--- src/rtl/xregf_scan.sv ---
// xregf_scan: register-file scan engine. Dumps an address range of a
// parallel-port register file onto a valid/ready stream, or loads it from one.
//
// Ports:
//   clk, rst          clock, synchronous active-high reset
//   trap              processor trap; stops exec_cycles, edge may start a dump
//   start, mode       one-cycle request (mode 0 = dump, 1 = load), IDLE only
//   busy, done        not-idle flag, one-cycle completion pulse
//   exec_cycles       saturating cycle count from reset release until trap
//   par_addr/we/in    register file address, write enable, write data
//   par_out           register file read data (RD_LAT cycles after par_addr)
//   out_data/valid/ready   dump stream
//   in_data/valid/ready    load stream
module xregf_scan #(
  parameter int DATA_W     = 32,
  parameter int ADDR_W     = 4,
  parameter int START_ADDR = 0,
  parameter int COUNT      = 2**ADDR_W,
  parameter int RD_LAT     = 0,
  parameter int AUTO_DUMP  = 1
) (
  input  logic              clk,
  input  logic              rst,
  input  logic              trap,
  input  logic              start,
  input  logic              mode,
  output logic              busy,
  output logic              done,
  output logic [DATA_W-1:0] exec_cycles,
  output logic [ADDR_W-1:0] par_addr,
  output logic              par_we,
  output logic [DATA_W-1:0] par_in,
  input  logic [DATA_W-1:0] par_out,
  output logic [DATA_W-1:0] out_data,
  output logic              out_valid,
  input  logic              out_ready,
  input  logic [DATA_W-1:0] in_data,
  input  logic              in_valid,
  output logic              in_ready
);

  localparam int NWORDS = 1 << ADDR_W;
  localparam int LAST_I = (START_ADDR + COUNT - 1) % NWORDS;

  localparam logic [ADDR_W-1:0] FIRST =
    START_ADDR[ADDR_W-1:0];
  localparam logic [ADDR_W-1:0] LAST =
    LAST_I[ADDR_W-1:0];

  typedef enum logic [2:0] {
    S_IDLE,
    S_RD,
    S_WAIT,
    S_OUT,
    S_LOAD,
    S_WR,
    S_DONE
  } state_t;

  state_t            state;
  logic [ADDR_W-1:0] cur;
  logic              trap_q;
  logic              trap_edge;
  logic              auto_en;
  logic              rd_lat1;
  logic              at_last;

  assign auto_en   = (AUTO_DUMP != 0);
  assign rd_lat1   = (RD_LAT != 0);
  assign trap_edge = trap & ~trap_q;
  // End test uses last, so a full 2**ADDR_W range still stops.
  assign at_last   = (cur == LAST);

  always_ff @(posedge clk) begin
    if (rst) begin
      state       <= S_IDLE;
      cur         <= FIRST;
      trap_q      <= 1'b0;
      exec_cycles <= '0;
      par_addr    <= '0;
      par_in      <= '0;
      par_we      <= 1'b0;
      out_data    <= '0;
      out_valid   <= 1'b0;
      in_ready    <= 1'b0;
      busy        <= 1'b0;
      done        <= 1'b0;
    end else begin
      trap_q <= trap;
      if (!trap && exec_cycles != '1)
        exec_cycles <= exec_cycles + DATA_W'(1);
      done   <= 1'b0;
      par_we <= 1'b0;

      unique case (state)
        S_IDLE: begin
          // start beats a simultaneous trap edge
          if (start) begin
            busy <= 1'b1;
            if (mode) begin
              in_ready <= 1'b1;
              state    <= S_LOAD;
            end else begin
              par_addr <= cur;
              state    <= S_RD;
            end
          end else if (auto_en && trap_edge) begin
            busy     <= 1'b1;
            par_addr <= cur;
            state    <= S_RD;
          end
        end

        S_RD: begin
          if (rd_lat1) begin
            state <= S_WAIT;
          end else begin
            out_data  <= par_out;
            out_valid <= 1'b1;
            state     <= S_OUT;
          end
        end

        S_WAIT: begin
          out_data  <= par_out;
          out_valid <= 1'b1;
          state     <= S_OUT;
        end

        S_OUT: begin
          if (out_ready) begin
            out_valid <= 1'b0;
            if (at_last) begin
              done  <= 1'b1;
              state <= S_DONE;
            end else begin
              cur      <= cur + ADDR_W'(1);
              par_addr <= cur + ADDR_W'(1);
              state    <= S_RD;
            end
          end
        end

        S_LOAD: begin
          if (in_valid) begin
            in_ready <= 1'b0;
            par_addr <= cur;
            par_in   <= in_data;
            par_we   <= 1'b1;
            state    <= S_WR;
          end
        end

        S_WR: begin
          if (at_last) begin
            done  <= 1'b1;
            state <= S_DONE;
          end else begin
            cur      <= cur + ADDR_W'(1);
            in_ready <= 1'b1;
            state    <= S_LOAD;
          end
        end

        S_DONE: begin
          cur   <= FIRST;
          busy  <= 1'b0;
          state <= S_IDLE;
        end

        default: state <= S_IDLE;
      endcase
    end
  end

endmodule

--- config.mk ---
export PLATFORM = sky130hd
export DESIGN_NAME = xregf_scan
export DESIGN_NICKNAME = d
export VERILOG_FILES = /design/src/rtl/xregf_scan.sv
export SDC_FILE = /design/constraint.sdc
export NUM_CORES = 1
export LEC_CHECK = 0
export ABC_AREA = 1
export CAP_MARGIN = 20
export CORE_UTILIZATION = 30
export CTS_CLUSTER_DIAMETER = 100
export DETAILED_ROUTE_END_ITERATION = 10
export REMOVE_ABC_BUFFERS = 1
export SKIP_CTS_REPAIR_TIMING = 1
export SYNTH_ARGS = -nofsm -noshare
export SYNTH_HDL_FRONTEND = slang
export SYNTH_SLANG_ARGS = --single-unit
--- constraint.sdc ---
create_clock -name clk -period 1.7 [get_ports clk]
set_input_delay 0.51 -clock clk [delete_from_list [all_inputs] [get_ports clk]]
set_output_delay 0.51 -clock clk [all_outputs]
set_load 0.005 [all_outputs]
# Word level (Yosys, flattened, before mapping)
# Index checks and enable logic that the tools add are counted.
op_classes:
  n_addsub: 2
  eq_ne: 16
  n_bitwise: 3
  muxes: 32
  n_reduce_logical: 17
op_table:
  columns: ["op", "n"]
  rows:
  - ["$add A32 B1 Y32 const B", 1]
  - ["$mux W4", 8]
  - ["$ne A32 B32 Y1 const B", 1]
  - ["$pmux W4 S3", 2]
  - ["$mux W3", 6]
  - ["$pmux W3 S5", 1]
  - ["$ne A2 B2 Y1 const B", 6]
  - ["$mux W1", 10]
  - ["$eq A3 B3 Y1 const B", 3]
  - ["$reduce_bool A3 Y1", 3]
  - ["$reduce_and A2 Y1", 4]
  - ["$eq A3 B2 Y1 const B", 2]
  - ["$ne A3 B3 Y1 const B", 2]
  - ["$pmux W1 S2", 3]
  - ["$reduce_and A6 Y1", 1]
  - ["$reduce_and A5 Y1", 1]
  - ["$add A4 B1 Y4 const B", 1]
  - ["$eq A4 B4 Y1 const B", 1]
  - ["$reduce_bool A2 Y1", 2]
  - ["$reduce_or A2 Y1", 2]
  - ["$eq A3 B1 Y1 const B", 1]
  - ["$logic_not A3 Y1", 1]
  - ["$pmux W1 S3", 1]
  - ["$reduce_and A3 Y1", 1]
  - ["other kinds (5)", 6]
word_totals:
  wordCells: 82
  reg_bits: 113

# Depth between registers and ports, before layout
# Gate-level depths: netlist of the first run.
logic_depth:
  depth_word: 5
  depth_mapped: 10
  ltp_nobuf: 10

# Worst setup path before layout of the first run
# No wires, ideal clock.
synth_timing:
  path_type: "register to register"
  start: "register exec_cycles[0]"
  end: "register exec_cycles[31]"
  slack_ns: 0.107
  setup_ns: 0.115
  required_ns: 1.585
  arrival_time_ns: 1.478
  n_path_buf: 1
  stages_incl_launch_ff: 10
  path_cell_list: "dfxtp_1 ha_1 nand2_2 nor2_4 nand2_2 nor2_4 nand3_2 buf_4 a21oi_1 nor2_1"
synth_via:
  elab_chain_cells: 2
synth_lines:
  columns: ["item", "line_no", "rtl"]
  rows:
  - ["start, declared", "29", "output logic [DATA_W-1:0] exec_cycles,"]
  - ["start signal, assigned", "91", "exec_cycles <= exec_cycles + DATA_W'(1);"]
  - ["branches (longest 2 deep; another with $add A32 B1 Y32)", null, null]
# Several ways; the timed one is not identified.
# A chain may end at the register's enable or synchronous reset.

# Worst setup path in the final report of the first run
layout_timing:
  start: "register exec_cycles[25]"
  end: "register exec_cycles[29]"
# The elaborated chain is that of the path after synthesis.

==> metrics.md, run 1 <==
| Metric | Value |
|---|---|
| Run status | finished, final reports clean |
| Clock slew at reported path FFs | roughly 60 ps |
| Later-pin clock latency in the skew report | around 420 ps |
| Yosys cell types | 28 |
| Hold endpoint | in_ready |
| Routability cong. | between 0.8 and 0.9 |
| Starting density of the core | between 30% and 40% |
| Slew @ Worst Pin | around 340 ps |
| Delay-heaviest family, CP | simple AND/OR/NAND/NOR gates |
| DP Cell Count | approximately 1100 |
| Vias/cell | about 4.6 |
| CTS Buf Count | 17 |
| Max-slew headroom | 77.50% |
| Final hold violation count | 0 |
| Fmax | 647.8 MHz |
| Comb power frac | 28.2% |
| Finished Cell Area | 0.008362 mm² |
| # IOs | between 150 and 200 |
| Clock power frac | ~38% |
| Fin crit period | roughly 1500 ps |
| CTS tree | done |
| Reg power frac | between 30% and 40% |
| Final setup violation count | 0 |
| H-tree Lvls | 4 |
| DR WL/cell | approximately 13 µm |
| Worst Setup Start Kind | flip-flop |
| Tcrit/Tclk final | around nine tenths |
| First-pass GRT wire length | approximately 25000 µm |
| Cells on worst reg2reg path | 9 |
| Total track usage | around 18% |
| Worst path required time | roughly 2000 ps |
| Drt initial violations | 260 |
| Crit path buffers/inverters | 2 |
| Post-route DRC | 0 |
| Flops & latches, synth | roughly 110 |
| Placed wire-length estimate | approximately 11000 µm |
| RSZ-0062 raised after global routing | false |
| FF-to-FF setup slack | 160 ps |
| Lkg Pwr | about 4.9 nW |
| Clock Tree Buf Depth | 2 |
| Worst Setup SP | exec_cycles[25] |
| Critical Path Fanout Max | 14 |
| Clock skew | about 8.2 ps |
| Final nets | about 1000 |
| Share of cells above drive strength 1 | between 10% and 20% |
| Vias in the first global route | roughly 5000 |
| Slowest stage delay, CP | 330 ps |
| DP Area | roughly 0.0073 mm² |
| Maximum vdd drop | 0.8462 mV |
| PnR worst setup slack | roughly 160 ps |
| Synth Cell Area | around 0.005 mm² |
| Die area | approximately 0.017 mm² |
| Non-filler instance count after layout | about 1200 |
| Core area | about 0.016 mm² |
| NetSw | roughly 3.0 mW |
| CP cell instances | buf_4 -> nand2_1 -> nor2_1 -> nand2_1 -> nor2_1 -> nand3_2 -> buf_4 -> a21oi_1 -> nor2_1 |
| Pwr Density | 1233 mW/mm² |
| Area Overhead vs Synth | 67.16% |
| Place WS | -382.4 ps |
| Maxcap violations | 0 |
| I/O Buffers | 175 |
| CP max stage cell | dfxtp_2 |
| Initial DRT Pass Iterations | 5 |
| CP most frequent cell | nor2_1 |
| Num rows | 46 |
| Number of antenna violations at the first check in global routing | 0 |
| Global route total overflow | 0 |
| HP Start | rst |
| Largest net degree at the start of global routing | 66 |
| Final wirelength | between 15000 and 20000 µm |
| Internal | ~7.3 mW |
| # clock sinks | roughly 110 |
| Hold slack | around 420 ps |
| Syn Inst Count | 734 |
| Syn Area/Cell | just under 7 µm² |
| WHS Path Cells | 4 |
| Max-slew violations | 0 |
| Critical Path Sink Type | flip-flop |
| Register area share after synthesis | a little under half |
| Switch share | 29.42% |
| WS Path Type | reg -> reg |
| Die X | about 130 µm |
| Via Count | roughly 5400 |
| Final ANT Viol Nets | 0 |
| Reg2reg end | exec_cycles[29] |
| Crit path DAT | roughly 1900 ps |
| Reg2reg start | exec_cycles[25] |
| Chip height | approximately 130 µm |
| Root Driver | clkbuf_16 |
| Antenna cells | 0 |
| HP Class | in -> reg |
| YS warnings | 0 |
## cells in the final DEF (no fill, tap or decap), drive strengths merged, types with 9 or more instances in the layout
cell type	Yosys	routed
o21ai	45	45
inv	40	41
nand4	9	9
nand3	77	77
a21oi	61	61
buf	18	62
dlymetal6s2s	0	105
clkbuf	15	20
dfxtp	113	113
nor2	179	179
nand2	160	160
clkdlybuf4s50	0	69
## final cells by class
cell class / count / area (µm²)
clock inverters: 12 / 180.2
inverters: 40 / 150.1
flip-flops and latches: 113 / 2315
multi-input cells: 548 / 2450
fillers: 1523 / 7696
repair buffers: 236 / 2530
well taps: 216 / 270.3
clock buffers: 20 / 466.7
## worst max path at each step
stage,depth (start not counted),slack [ps],endpoint
2_1_floorplan,6,-520,par_in[0]
3_3_place_gp,10,-370,par_addr[0]
3_5_place_dp,10,-380,par_addr[3]
4_1_cts,1,-250,exec_cycles[24]
5_1_grt,10,3,exec_cycles[3]
6_report,9,160,exec_cycles[29]
## power by group through the flow
stage / registers, mW / clock network, mW / logic [mW]
after floorplan: 3.61 / 0 / 1.25
after global placement: 3.58 / 0 / 3.06
after detailed placement: 3.59 / 0 / 3.05
after CTS: 3.55 / 3.97 / 3.07
after global routing: 3.61 / 4.08 / 3.26
final: 3.54 / 3.87 / 2.91
## metrics by stage
| stage | util, % | power (mW) | setup TNS [ps] |
|---|---|---|---|
| 6_report | 52.07 | 10.31 | 0 |
| 5_1_grt | 52.07 | 10.96 | 0 |
| 4_1_cts | 49.80 | 10.59 | -13260 |
| 3_5_place_dp | 45.77 | 6.639 | -7466 |
| 3_3_place_gp | 45.77 | 6.642 | -7841 |
| 2_1_floorplan | - | 4.859 | -27280 |
## sequential cells by signal, indices dropped and copies added (netlist names)
name and flops:
busy 1, state 3, par_we 1, par_in 32, out_data 32, exec_cycles 32
trap_q 1, in_ready 1, out_valid 1, par_addr 4, cur 4, done 1
## worst register-to-register path, cell delays in order (launching register included)
cell and delay, ps:
dfxtp_2 330, buf_4 120, nand2_1 80, nor2_1 170, nand2_1 80, nor2_1 110, nand3_2 110, buf_4 200
a21oi_1 160, nor2_1 60
## kinds of logic after synthesis
logic type      share of synthesized area (%)
compound gates                          11.33
xor+xnor                               0.5254
fa+ha+maj                              0.5002
buf+inv                                 6.203
flops                                   45.22
simple gates                            36.22
## per-layer routing
metal / track usage, % / part of all wire (%) / wire length [µm] / vias up
li1: - / - / - / 2821
met1: 21.85 / 45 / 6931 / 2437
met2: 30.05 / 48 / 7382 / 125
met3: 6.173 / 5.5 / 850 / 25
met4: 6.993 / 2.0 / 309 / 0
met5: 0 / 0 / 0 / -
## synthesized netlist by cell type
library cell / instances / area share, %
a21boi_2: 1 / 0.23
a21oi_1: 61 / 6.1
a31oi_1: 4 / 0.50
and2_1: 2 / 0.25
buf_1: 1 / 0.075
buf_2: 14 / 1.4
buf_4: 1 / 0.15
buf_6: 2 / 0.45
clkbuf_1: 15 / 1.1
dfxtp_1: 113 / 45
ha_1: 2 / 0.50
inv_1: 39 / 2.9
inv_2: 1 / 0.075
nand2_1: 156 / 12
nand2_2: 4 / 0.50
nand3_1: 76 / 7.6
nand3_2: 1 / 0.20
nand3b_1: 2 / 0.30
nand4_1: 9 / 1.1
nor2_1: 174 / 13
nor2_2: 2 / 0.25
nor2_4: 3 / 0.68
nor3_1: 1 / 0.10
nor3_4: 1 / 0.33
o21ai_0: 45 / 4.5
or2_2: 1 / 0.13
xnor2_1: 2 / 0.35
xor2_1: 1 / 0.18
(Power assumes the default switching activity.)
==> run 2: changes to the inputs <==
--- a/config.mk
+++ b/config.mk
@@ -9,6 +9,7 @@
 export CAP_MARGIN = 20
 export CORE_UTILIZATION = 30
 export CTS_CLUSTER_DIAMETER = 100
+export CTS_CLUSTER_SIZE = 8
 export DETAILED_ROUTE_END_ITERATION = 10
 export REMOVE_ABC_BUFFERS = 1
 export SKIP_CTS_REPAIR_TIMING = 1
==> results of run 2 <==
The final DEF is identical to that of run 1; final timing and power are the same.
